[config.mk]
export PLATFORM = sky130hd
export DESIGN_NAME = result_drain
export DESIGN_NICKNAME = d
export VERILOG_FILES = /design/src/rtl/drain_pkg.sv /design/src/rtl/drain_buffer.sv /design/src/rtl/result_drain.sv
export SDC_FILE = /design/constraint.sdc
export NUM_CORES = 1
export LEC_CHECK = 0
export CORE_AREA = 2 2 220 222
export DETAILED_ROUTE_END_ITERATION = 6
export DIE_AREA = 0 0 222 224
export GPL_TIMING_DRIVEN = 1
export PLACE_DENSITY = 0.78
export SLEW_MARGIN = 20
export SYNTH_ARGS = -nofsm -noshare
export SYNTH_HDL_FRONTEND = slang
export SYNTH_SLANG_ARGS = --single-unit
[constraint.sdc]
create_clock -name clk -period 28.9 [get_ports clk]
set_input_delay 4.335 -clock clk [delete_from_list [all_inputs] [get_ports clk]]
set_output_delay 4.335 -clock clk [all_outputs]
set_load 0.1 [all_outputs]
[src/rtl/drain_pkg.sv]
// Shared constants and FSM state type for the result drain block.
package drain_pkg;
  localparam int NUM_PE = 16;
  localparam int IDX_W  = 4;
  localparam int TILE_W = 3;

  typedef enum logic [0:0] {
    ST_IDLE   = 1'b0,
    ST_STREAM = 1'b1
  } state_e;
endpackage

[src/rtl/drain_buffer.sv]
// 16-entry capture register file: parallel load of all PE words, indexed read.
// Latency: load visible the cycle after the load edge; read is combinational.
module drain_buffer
  import drain_pkg::*;
#(
  parameter int DATA_W = 32
) (
  input  logic                     clk,
  input  logic                     load,
  input  logic [NUM_PE*DATA_W-1:0] load_flat,
  input  logic [IDX_W-1:0]         rd_idx,
  output logic [DATA_W-1:0]        rd_data
);

  // Contents are only meaningful after a load, so the storage carries no reset.
  logic [DATA_W-1:0] mem_q [NUM_PE];
  logic [DATA_W-1:0] mem_d [NUM_PE];

  always_comb begin
    for (int i = 0; i < NUM_PE; i++) begin
      mem_d[i] = load ? load_flat[i*DATA_W +: DATA_W] : mem_q[i];
    end
  end

  always_ff @(posedge clk) begin
    mem_q <= mem_d;
  end

  assign rd_data = mem_q[rd_idx];

endmodule

[src/rtl/result_drain.sv]
// Captures 16 PE results on cap and streams them out one word per valid/ready beat; first
// beat valid 1 cycle after cap, words hold while stalled. DRAIN_RELU_EN clamps negatives.
module result_drain
  import drain_pkg::*;
#(
  parameter int DATA_W = 32
) (
  input  logic                     clk,
  input  logic                     rst,
  input  logic                     cap,
  input  logic [NUM_PE*DATA_W-1:0] c_flat,
  output logic                     out_valid,
  input  logic                     out_ready,
  output logic [DATA_W-1:0]        out_data,
  output logic [IDX_W-1:0]         out_idx,
  output logic [TILE_W-1:0]        out_tile,
  output logic                     out_last,
  output logic                     busy,
  output logic                     overrun,
  output logic                     drained
);

  state_e              state_q, state_d;
  logic [IDX_W-1:0]    idx_q, idx_d;
  logic [TILE_W-1:0]   tile_q, tile_d;
  logic                overrun_q, overrun_d;
  logic                drained_q, drained_d;

  logic                     beat;
  logic                     final_beat;
  logic                     load;
  logic [NUM_PE*DATA_W-1:0] load_flat;
  logic [DATA_W-1:0]        rd_data;

  assign beat       = (state_q == ST_STREAM) && out_ready;
  assign final_beat = beat && (idx_q == IDX_W'(NUM_PE - 1));
  // The final-beat edge frees the buffer, so a cap there starts the next burst directly.
  assign load       = cap && ((state_q == ST_IDLE) || final_beat);

`ifdef DRAIN_RELU_EN
  always_comb begin
    load_flat = c_flat;
    for (int i = 0; i < NUM_PE; i++) begin
      if (c_flat[i*DATA_W + DATA_W - 1]) begin
        load_flat[i*DATA_W +: DATA_W] = '0;
      end
    end
  end
`else
  assign load_flat = c_flat;
`endif

  drain_buffer #(
    .DATA_W (DATA_W)
  ) u_buffer (
    .clk       (clk),
    .load      (load),
    .load_flat (load_flat),
    .rd_idx    (idx_q),
    .rd_data   (rd_data)
  );

  always_comb begin
    state_d   = state_q;
    idx_d     = idx_q;
    tile_d    = tile_q;
    overrun_d = overrun_q;
    drained_d = 1'b0;
    case (state_q)
      ST_IDLE: begin
        if (cap) begin
          state_d = ST_STREAM;
          idx_d   = '0;
        end
      end
      ST_STREAM: begin
        if (cap && !final_beat) begin
          overrun_d = 1'b1;
        end
        if (beat) begin
          if (final_beat) begin
            drained_d = 1'b1;
            tile_d    = tile_q + TILE_W'(1);
            idx_d     = '0;
            state_d   = cap ? ST_STREAM : ST_IDLE;
          end else begin
            idx_d = idx_q + IDX_W'(1);
          end
        end
      end
      default: begin
        state_d = ST_IDLE;
        idx_d   = '0;
      end
    endcase
  end

  always_ff @(posedge clk or posedge rst) begin
    if (rst) begin
      state_q   <= ST_IDLE;
      idx_q     <= '0;
      tile_q    <= '0;
      overrun_q <= 1'b0;
      drained_q <= 1'b0;
    end else begin
      state_q   <= state_d;
      idx_q     <= idx_d;
      tile_q    <= tile_d;
      overrun_q <= overrun_d;
      drained_q <= drained_d;
    end
  end

  assign out_valid = (state_q == ST_STREAM);
  assign busy      = out_valid;
  assign out_data  = out_valid ? rd_data : '0;
  assign out_idx   = idx_q;
  assign out_tile  = tile_q;
  assign out_last  = out_valid && (idx_q == IDX_W'(NUM_PE - 1));
  assign overrun   = overrun_q;
  assign drained   = drained_q;

endmodule

Yosys cells after proc, flatten, opt, wreduce, memory -nomap -nowiden --
Index checks and enable logic that the tools add are counted.
Word-level totals: logic and storage cells 54, register bits after elaboration 522, input bits 516
Cells by class: equal/unequal tests 3, $lt $le $gt $ge 1, bitwise logic cells 2, $add $sub $neg 2, mux-type cells 15, reduce and logical (&&, ||, !) cells 10
Operators by type and width (count):
- binary-select mux 32 bit (select 4 bit) | 1
- 2-to-1 mux 32 bit | 3
- 2-to-1 mux 4 bit | 3
- one-hot mux 4 bit (2 select lines) | 1
- 2-to-1 mux 1 bit | 6
- greater-or-equal comparator 5 bit, second input constant | 1
- logical AND 1 bit | 5
- inverter 4 -> 5 bit | 1
- adder 4 x 1 -> 4 bit, second input constant | 1
- == test 4 bit, second input constant | 1
- AND reduction 2 bit | 2
- adder 3 x 1 -> 3 bit, second input constant | 1
- AND reduction 3 bit | 1
- inequality test 2 x 1 -> 1 bit, second input constant | 1
- inequality test 2 bit, second input constant | 1
- one-hot mux 1 bit (2 select lines) | 1
- logical NOT 1 bit | 1
- logical OR 1 bit | 1
- inverter 1 bit | 1

Depth between registers and ports, before layout --
Gate-level depths: netlist of the first run.
depth after elaboration 5, depth in mapped cells 8, gate-level depth less buffers 6

Hierarchy --
Synthesis of the first run repeated with hierarchy kept, for this count alone.
Second synthesis, totals: cell total of the unflattened synthesis 864, area total of the unflattened synthesis 19831.5 um2
Modules (own cells, without submodules):
- drain_buffer | seq. area each 15374.7 um2, times used 1, area each 19103.3 um2, cells each 783
- result_drain | seq. area each 250.2 um2, times used 1, area each 728.2 um2, cells each 81

Worst setup path after synthesis of the first run --
OpenSTA, ideal clock, no wires.
path type input to register, from input out_ready, to register u_buffer.mem_q[0] in the netlist's numbering (enable), setup time 941 ps, path slack 11575 ps, path buffers 1, arrival 16385 ps, stages on the path 4, cells stage by stage clkbuf_1 -> nand3_1 -> nand2_1 -> and2_1
On the way: longest elaborated chain between the ends 4
Ends and longest elaborated chain:
- from (decl) | line result_drain.sv:13 | input logic out_ready,
- logical AND 1 bit | line result_drain.sv:35 | assign beat = (state_q == ST_STREAM) && out_ready;
- logical AND 1 bit | line result_drain.sv:36 | assign final_beat = beat && (idx_q == IDX_W'(NUM_PE - 1));
- logical OR 1 bit | line result_drain.sv:38 | assign load = cap && ((state_q == ST_IDLE) || final_beat);
- logical AND 1 bit | line result_drain.sv:38
- named net load | line result_drain.sv:31 | logic load;
- to (signal assigned) | line drain_buffer.sv:26 | mem_q <= mem_d;
- to (decl) | line drain_buffer.sv:16 | logic [DATA_W-1:0] mem_q [NUM_PE];
The timed path passes the listed nets, and every way through them passes these cells. A chain may end at the register's enable or synchronous reset.

Worst setup path in the final report of the first run --
from register idx_q[0], in the netlist out_idx[0], to output out_data[14]
On the way: longest elaborated chain between the ends 5
Ends and longest elaborated chain:
- from (decl) | line result_drain.sv:24 | logic [IDX_W-1:0] idx_q, idx_d;
- from (signal assigned) | line result_drain.sv:107 | idx_q <= idx_d;
- inverter 4 -> 5 bit (implied by the code) | line drain_buffer.sv:29 | assign rd_data = mem_q[rd_idx];
- binary-select mux 32 bit (select 4 bit) | line drain_buffer.sv:29
- 2-to-1 mux 32 bit (implied by the code) (2 in a row) | line drain_buffer.sv:29
- 2-to-1 mux 32 bit | line result_drain.sv:116 | assign out_data = out_valid ? rd_data : '0;
- to (decl) | line result_drain.sv:14 | output logic [DATA_W-1:0] out_data,
Every way passes these cells. The select of a mux whose other input is x is not followed.

==> impl_metrics.tcl, run 1 <==
set metrics [dict create \
    status "completed" \
    cts.htree.levels 2 \
    worst_pin_slew_ns 1.16 \
    reg2reg_to "u_buffer.mem_q[70]" \
    relSlewSlack 0.228 \
    route.detailed.drc 0 \
    setup_viol 0 \
    path_class "reg -> out" \
    seq_area_um2 15600 \
    fin_crit_sh 0.348 \
    synth-async-reset-ratio 0.0192 \
    dpl_cell_area_um2 26400 \
    placedCellCount 2178 \
    area_growth_pct 37.7 \
    rsz0062_at_grt "false" \
    synth_top_area_share 0.756 \
    coreArea_um2 47300 \
    r2r_setup_slack_ns 22.72 \
    clk-insertion-delay-late_ns 0.60 \
    clkTransAtPathRegs_ns 0.06 \
    drv_cap 0 \
    via_count 12100 \
    crit_path_max_fanout 59 \
    grt_pass1_vias 13000 \
    grtUsageTotal 0.235 \
    grt_antenna_before_repair 17 \
    grt_pass1_wl_um 84000 \
    hp-start "overrun" \
    nNetsFinal 2136 \
    cts_buffers 53 \
    finalPower_mw 2.49 \
    holdBufCountCts 0 \
    grt_overflow 0 \
    ys.flop_type "edfxtp_1" \
    stdcell_area_um2 28000 \
    dieArea_um2 49700 \
    drv_slew 0 \
    whs_ns 0.480 \
    routed_wl_um 59100 \
    syn_area_per_cell_um2 19.3 \
    netlist_top_cells_area "edfxtp_1 76%, mux2i_1 9.3%, mux4_2 3.8%" \
    std_cell_rows 80 \
    ys_warn_count 0 \
    clock_sink_count 522 \
    fmax_mhz 99.5 \
    peakVddDrop_mv 0.0526 \
    p_leak_nw 9.62 \
    min_to "overrun" \
    ant_nets 0 \
    synth_seq_cells 522 \
    fillers 3512 \
    synth_largest_area_cell "edfxtp_1" \
    wl_per_cell_um 25.9 \
    cp-end-kind "output port" \
    clk_path_buf_depth 3 \
    post-cts-setup-buffers 0 \
    drive_gt1_frac 0.0881 \
    hp-class "reg -> reg" \
    gp_congestion 0.871 \
    skew_ns 0.0241 \
    worstSetupStartpointType "flip-flop" \
    syn_area_um2 20300 \
    setup-tns-final_ns 0 \
    hold_depth 1 \
    cp.required_ns 24.57 \
    initial_core_util 0.429 \
    pin_count 560 \
    place_hpwl_um 41700 \
    vias_per_cell 5.32 \
    power_density_nw_per_um2 88.8 \
    min_period_ns 10.06 \
    first_iter_violations 1053 \
    drt_pass1_iterations 5 \
    multi_input_area_um2 4250 \
    timing.rr.start "out_idx[0]" \
    cts_resized 0 \
    grt_max_degree 201 \
    io_buffers 559 \
    layout.cells.non_filler 2281 \
    synth_edf_count 512 \
    arrival_ns 5.72 \
    die-width_um 222 \
    cts_tree "yes" \
    synth_cells 1054 \
    dieHeight_um 224 \
    synth.distinct_cells 33 \
    syn_nets 1572 \
    finalHoldViolCount 0 \
    ys_seq_area_frac 0.769 \
    clockRootBuffer "clkbuf_16" \
    reg2regPathDepth 8 \
]
-- metal layers --
layer / wire length, µm / up-vias / GRT usage / share of wire
met5: 148 / - / 0 / 0.0025
met1: 19600 / 5924 / 0.244 / 0.33
met4: 2950 / 22 / 0.128 / 0.050
li1: - / 5403 / - / -
met2: 30700 / 658 / 0.421 / 0.52
met3: 5700 / 132 / 0.0801 / 0.097
-- layout make-up --
| type | count | share of cell area |
|---|---|---|
| sequential | 522 | 0.558 |
| clock buffer | 67 | 0.0508 |
| antenna | 9 | 0.000804 |
| clock inverter | 27 | 0.00657 |
| timing repair buffer | 573 | 0.204 |
| tap | 615 | 0.0275 |
| inverter | 2 | 0.000268 |
| multi-input combinational | 466 | 0.152 |
-- synthesized netlist by cell type (all sizes together), types with 10 or more instances --
cell and number:
a22oi 77, mux4 34, dfrtp 10, buf 46, a221oi 17, nand2 42
edfxtp 512, o21ai 34, nand3 35, nand2b 18, mux2i 189, clkbuf 18
-- cells in the final DEF, fill, tap and decap left out, types with 2 or more instances in the layout --
master,n
dfrtp_2,2
mux2i_1,189
inv_1,2
bufinv_16,2
mux4_2,34
buf_4,14
a221oi_1,5
clkdlybuf4s50_1,558
clkinv_1,8
a22oi_1,77
clkbuf_16,55
o21ai_0,22
nor2_1,2
dfrtp_1,7
clkinv_2,14
nand2b_1,18
diode_2,9
nor2b_4,2
xnor2_1,2
nand2_1,41
clkbuf_1,12
clkinvlp_4,2
a21o_1,2
ha_1,2
o21ai_1,12
nand3_1,35
edfxtp_1,512
a221oi_2,12
-- power breakdown --
| group | internal, mW | total, mW | switching [mW] | leakage [nW] |
|---|---|---|---|---|
| Combinational | 0.288 | 0.961 | 0.673 | 4.11 |
| Sequential | 0.864 | 0.886 | 0.0215 | 4.73 |
| Clock | 0.364 | 0.640 | 0.276 | 0.792 |
-- registers in the layout (all words and copies together), names as in the netlist --
register and count:
u_buffer.mem_q 512, out_idx 4, out_tile 3, busy 1, drained 1, overrun 1
-- metrics by stage --
step	utilization	worst slack, ns
5_1_grt	0.591	18.59
2_1_floorplan	-	11.57
4_1_cts	0.591	18.79
6_report	0.591	18.84
3_3_place_gp	0.557	19.51
3_5_place_dp	0.557	19.44
-- critical path, cell delays in order (launching register included) --
cell             delay, ns
dfrtp_4               1.06
buf_4                 0.91
buf_4                 0.91
mux4_2                0.60
nand2b_1              0.16
nand3_1               0.25
nand2_1               0.12
clkdlybuf4s50_1       0.99
-- worst max path at each step --
stage,end,slack (ns),from,cells after the start
after floorplan,u_buffer.mem_q[0],11.57,out_ready,4
after global placement,out_data[10],19.51,out_idx[0],7
after detailed placement,out_data[14],19.44,out_idx[0],7
after CTS,out_data[14],18.79,out_idx[0],7
after global routing,out_data[14],18.59,out_idx[0],7
final,out_data[14],18.84,out_idx[0],7
-- cell families (layout without fill, tap and decap cells) --
family / count (synthesis) / count (layout) / share of synthesized area
buffers and inverters: 66 / 669 / 0.0238
flip-flops: 522 / 522 / 0.769
multiplexers: 223 / 223 / 0.131
AND/OR/NAND/NOR: 105 / 105 / 0.0247
XOR/XNOR: 2 / 2 / 0.000862
other: 0 / 9 / 0
adder cells (fa/ha/maj): 2 / 2 / 0.00123
AO/OA/AOI/OAI: 134 / 134 / 0.0502
(Power assumes the default switching activity.)
==> run 2, diff against run 1 <==
CORE_AREA = unset   (was 2 2 220 222)
CORE_MARGIN = 2   (was unset)
CORE_UTILIZATION = 44   (was unset)
DIE_AREA = unset   (was 0 0 222 224)
PLACE_DENSITY = 0.82   (was 0.78)
clock period = 9.1 ns   (was 28.9 ns; I/O delays follow)
==> impl_metrics.tcl, run 2 (same netlist as run 1, synthesis figures left out) <==
set metrics [dict create \
    cp-end-kind "output port" \
    io_buffers 559 \
    whs_ns 0.489 \
    dieHeight_um 219 \
    drt_pass1_iterations 5 \
    hold_depth 1 \
    grtUsageTotal 0.246 \
    largest-register "u_buffer.mem_q" \
    grt_pass1_vias 13200 \
    cts.htree.levels 2 \
    dieArea_um2 47900 \
    drive_gt1_frac 0.0864 \
    route.detailed.drc 0 \
    holdBufCountCts 0 \
    nNetsFinal 2137 \
    clock_sink_count 522 \
    crit_path_max_fanout 43 \
    largest_reg_flops 512 \
    drv_cap 0 \
    layout_common_cells "556 x clkdlybuf4s50_1, 512 x edfxtp_1, 189 x mux2i_1" \
    crit_path_top_delay_cell "clkdlybuf4s50_1" \
    std_cell_rows 78 \
    worst_pin_slew_ns 1.12 \
    min_to "overrun" \
    rsz0062_at_grt "false" \
    cp.required_ns 7.74 \
    timing.rr.start "out_idx[0]" \
    timing.final.ws_setup_ns 3.28 \
    cts_tree "yes" \
    pre_cts_ws_ns 3.83 \
    p_leak_nw 9.62 \
    coreArea_um2 45500 \
    reg2reg_to "u_buffer.mem_q[422]" \
    arrival_ns 4.46 \
    peakVddDrop_mv 0.405 \
    first_iter_violations 997 \
    crit_chain "buf_4, mux2i_1, a22oi_1, nand2_1, o21ai_0, clkdlybuf4s50_1" \
    finalHoldViolCount 0 \
    grt_overflow 0 \
    post-cts-setup-buffers 0 \
    path_class "reg -> out" \
    globalRouteMet1Util 0.257 \
    setup-tns-final_ns 0 \
    setup_viol 0 \
    clk_path_buf_depth 3 \
    vias_per_cell 5.45 \
    routed_wl_um 60500 \
    wl_per_cell_um 26.7 \
    area_growth_pct 37.7 \
    r2r_setup_slack_ns 4.67 \
    cts_buffers 52 \
    fin_crit_sh 0.640 \
    grt_use_met2 0.448 \
    die-width_um 219 \
    worstSetupStartpointType "flip-flop" \
    layout_commonest_cell "clkdlybuf4s50_1" \
    pin_count 560 \
    gp_congestion 0.872 \
    initial_core_util 0.447 \
    cts_resized 0 \
    use_met3 0.0765 \
    busiest_layer "met2" \
    relSlewSlack 0.250 \
    grt_antenna_before_repair 9 \
    place_hpwl_um 42300 \
    skew_ns 0.0111 \
    clk-insertion-delay-late_ns 0.57 \
    reg2regPathDepth 7 \
    hp-start "overrun" \
    status "completed" \
    fmax_mhz 172 \
    drv_slew 0 \
    grt_max_degree 186 \
    slowest_delay_ns 1.23 \
    clockRootBuffer "clkbuf_16" \
    ant_nets 0 \
    power_density_nw_per_um2 282 \
    clkTransAtPathRegs_ns 0.06 \
    via_count 12300 \
    hp-class "reg -> reg" \
    min_period_ns 5.82 \
    grt_pass1_wl_um 84500 \
]
==> run 2: critical path, delay by kind of cell (launching register included) <==
| kind | cells | cell delay (ns) |
|---|---|---|
| AOI/OAI and AO/OA | 2 | 0.66 |
| and+or+nand+nor | 1 | 0.12 |
| DFF | 1 | 0.93 |
| buffers and inverters | 2 | 1.92 |
| muxes | 1 | 0.19 |
==> run 2: worst max path at each step <==
stage | slack, ns | start | endpoint | depth (start not counted)
2_1_floorplan | 0.51 | out_ready | u_buffer.mem_q[0] | 4
6_report | 3.28 | out_idx[0] | out_data[0] | 6
3_5_place_dp | 3.83 | out_idx[0] | out_data[0] | 6
4_1_cts | 3.20 | out_idx[0] | out_data[0] | 6
5_1_grt | 3.06 | out_idx[0] | out_data[0] | 6
3_3_place_gp | 3.90 | out_idx[0] | out_data[9] | 6
==> run 2: routing by layer <==
layer	wire length (µm)	up-vias
met5	35	-
met2	31800	699
met3	5880	141
met4	2920	6
met1	19900	6091
li1	-	5401
==> run 2: power by group <==
| group | internal (mW) | switching [mW] |
|---|---|---|
| sequential | 2.74 | 0.0633 |
| clock | 1.14 | 0.876 |
| combinational | 0.928 | 2.15 |
| total | 4.81 | 3.09 |
==> run 2: final cells by class <==
| cell class | instances | area [µm²] |
|---|---|---|
| fill | 3212 | 17500 |
| sequential | 522 | 15600 |
| timing repair buffer | 575 | 5770 |
| multi-input combinational | 466 | 4250 |
| clock buffer | 61 | 1360 |
| tap | 600 | 751 |
| clock inverter | 29 | 210 |
| antenna | 8 | 20.0 |
| inverter | 2 | 7.51 |
==> run 2: stage by stage <==
stage	utilization	power, mW	area (µm²)	std cells
floorplan	-	4.97	20300	1054
global placement	0.580	5.90	26400	2164
detailed placement	0.581	5.95	26400	2165
CTS	0.615	7.97	28000	2255
global route	0.615	8.14	28000	2256
finish	0.616	7.90	28000	2263
==> run 3, diff against run 2 <==
clock period = 5.05 ns   (was 9.1 ns; I/O delays follow)
==> impl_metrics.tcl, run 3 (same netlist as run 1, synthesis figures left out) <==
set metrics [dict create \
    status "completed" \
    vias_per_cell 5.40 \
    area_growth_pct 38.5 \
    rsz0062_at_grt "false" \
    gp_congestion 0.933 \
    clockRootBuffer "clkbuf_16" \
    largest-register "u_buffer.mem_q" \
    setup_viol 0 \
    cts.htree.levels 2 \
    sequentialPowerShare 0.364 \
    cp.required_ns 4.29 \
    switching_share 0.389 \
    clkPwrFrac 0.263 \
    layout_commonest_cell "clkdlybuf4s50_1" \
    cts_buffers 51 \
    initial_core_util 0.447 \
    relSlewSlack 0.251 \
    clock_sink_count 522 \
    r2r_setup_slack_ns 1.54 \
    drv_cap 0 \
    dieArea_um2 47900 \
    p_comb_frac 0.373 \
    cts_resized 0 \
    place_hpwl_um 43500 \
    grt_antenna_before_repair 12 \
    std_cell_rows 78 \
    fin_crit_sh 0.853 \
    skew_ns 0.0114 \
    drt_pass1_iterations 6 \
    drv_slew 0 \
    wl_per_cell_um 26.2 \
    p_leak_nw 9.75 \
    clkTransAtPathRegs_ns 0.06 \
    crit_path_max_fanout 43 \
    cp-end-kind "output port" \
    ant_nets 0 \
    grt_pass1_wl_um 82200 \
    reg2reg_to "u_buffer.mem_q[218]" \
    fmax_mhz 232 \
    finalHoldViolCount 0 \
    drive_gt1_frac 0.118 \
    die-width_um 219 \
    switching_power_mw 5.54 \
    grt_max_degree 90 \
    via_count 12300 \
    path_class "reg -> out" \
    clk_path_buf_depth 3 \
    fillers 3196 \
    worst_pin_slew_ns 1.12 \
    io_buffers 559 \
    nNetsFinal 2145 \
    clk-insertion-delay-late_ns 0.58 \
    setup-tns-final_ns 0 \
    first_iter_violations 1107 \
    peakVddDrop_mv 0.460 \
    cts_tree "yes" \
    coreArea_um2 45500 \
    grt_overflow 0 \
    worstSetupStartpointType "flip-flop" \
    reg2regPathDepth 7 \
    p_int_mw 8.73 \
    timing.rr.start "out_idx[0]" \
    grt_pass1_vias 12900 \
    post-cts-setup-buffers 0 \
    holdBufCountCts 0 \
    routed_wl_um 59500 \
    arrival_ns 3.55 \
    power_density_nw_per_um2 507 \
    min_period_ns 4.31 \
    largest_reg_flops 512 \
    layout_common_cells "525 x clkdlybuf4s50_1, 512 x edfxtp_1, 189 x mux2i_1" \
    hp-class "in -> async" \
    route.detailed.drc 0 \
    grtUsageTotal 0.241 \
    dieHeight_um 219 \
    pin_count 560 \
    fin_util 0.619 \
    finalPower_mw 14.3 \
]
## run 3: how the worst max path moves through the flow
stage / from / end / slack (ns) / cells past startpoint
floorplan: out_idx[2] / u_buffer.mem_q[0] / -0.14 / 5
global route: out_idx[2] / out_data[10] / 0.67 / 6
CTS: out_idx[2] / out_data[10] / 0.72 / 6
global placement: out_idx[2] / out_data[29] / 1.36 / 6
detailed placement: out_idx[2] / out_data[29] / 1.37 / 6
finish: out_idx[2] / out_data[10] / 0.74 / 6
## run 3: final cells by class
| class | count | area, µm² | area share |
|---|---|---|---|
| repair buffers | 584 | 5820 | 0.207 |
| well taps | 600 | 751 | 0.0267 |
| inverters | 2 | 7.51 | 0.000267 |
| clock buffers | 63 | 1360 | 0.0484 |
| multi-input cells | 466 | 4290 | 0.152 |
| flip-flops and latches | 522 | 15600 | 0.555 |
| diodes | 6 | 15.0 | 0.000533 |
| clock inverters | 30 | 280 | 0.00995 |
## run 3: power by group through the flow
| stage | Sequential [mW] | Combinational [mW] | Clock (mW) |
|---|---|---|---|
| final | 5.20 | 5.32 | 3.76 |
| after global routing | 5.22 | 5.52 | 3.97 |
| after CTS | 5.21 | 5.38 | 3.81 |
| after detailed placement | 5.30 | 5.35 | 0 |
| after global placement | 5.29 | 5.31 | 0 |
| after floorplan | 5.26 | 3.70 | 0 |
## run 3: worst max-delay path, stage by stage, from the launching register on
cell     delay, ns
dfrtp_4       0.86
nor2b_4       0.96
buf_4         0.33
a22oi_1       0.10
nand3_1       0.30
nand2_1       0.12
buf_4         0.25
## run 3: layer usage
metal	vias to the layer above	GRT usage	share of wire
li1	5420	-	-
met1	6001	0.253	0.33
met2	705	0.446	0.54
met3	123	0.0668	0.096
met4	16	0.111	0.041
met5	-	0	0.0018
## run 3: stage by stage
step                setup WS, ns  hold slack [ns]  instance area, µm²  instances
floorplan                 -0.135            0.598               20400       1054
finish                     0.741            0.485               28200       2273
global route               0.667            0.492               28200       2270
global placement            1.36            0.471               26500       2174
CTS                        0.717            0.458               28100       2267
detailed placement          1.37            0.486               26500       2174
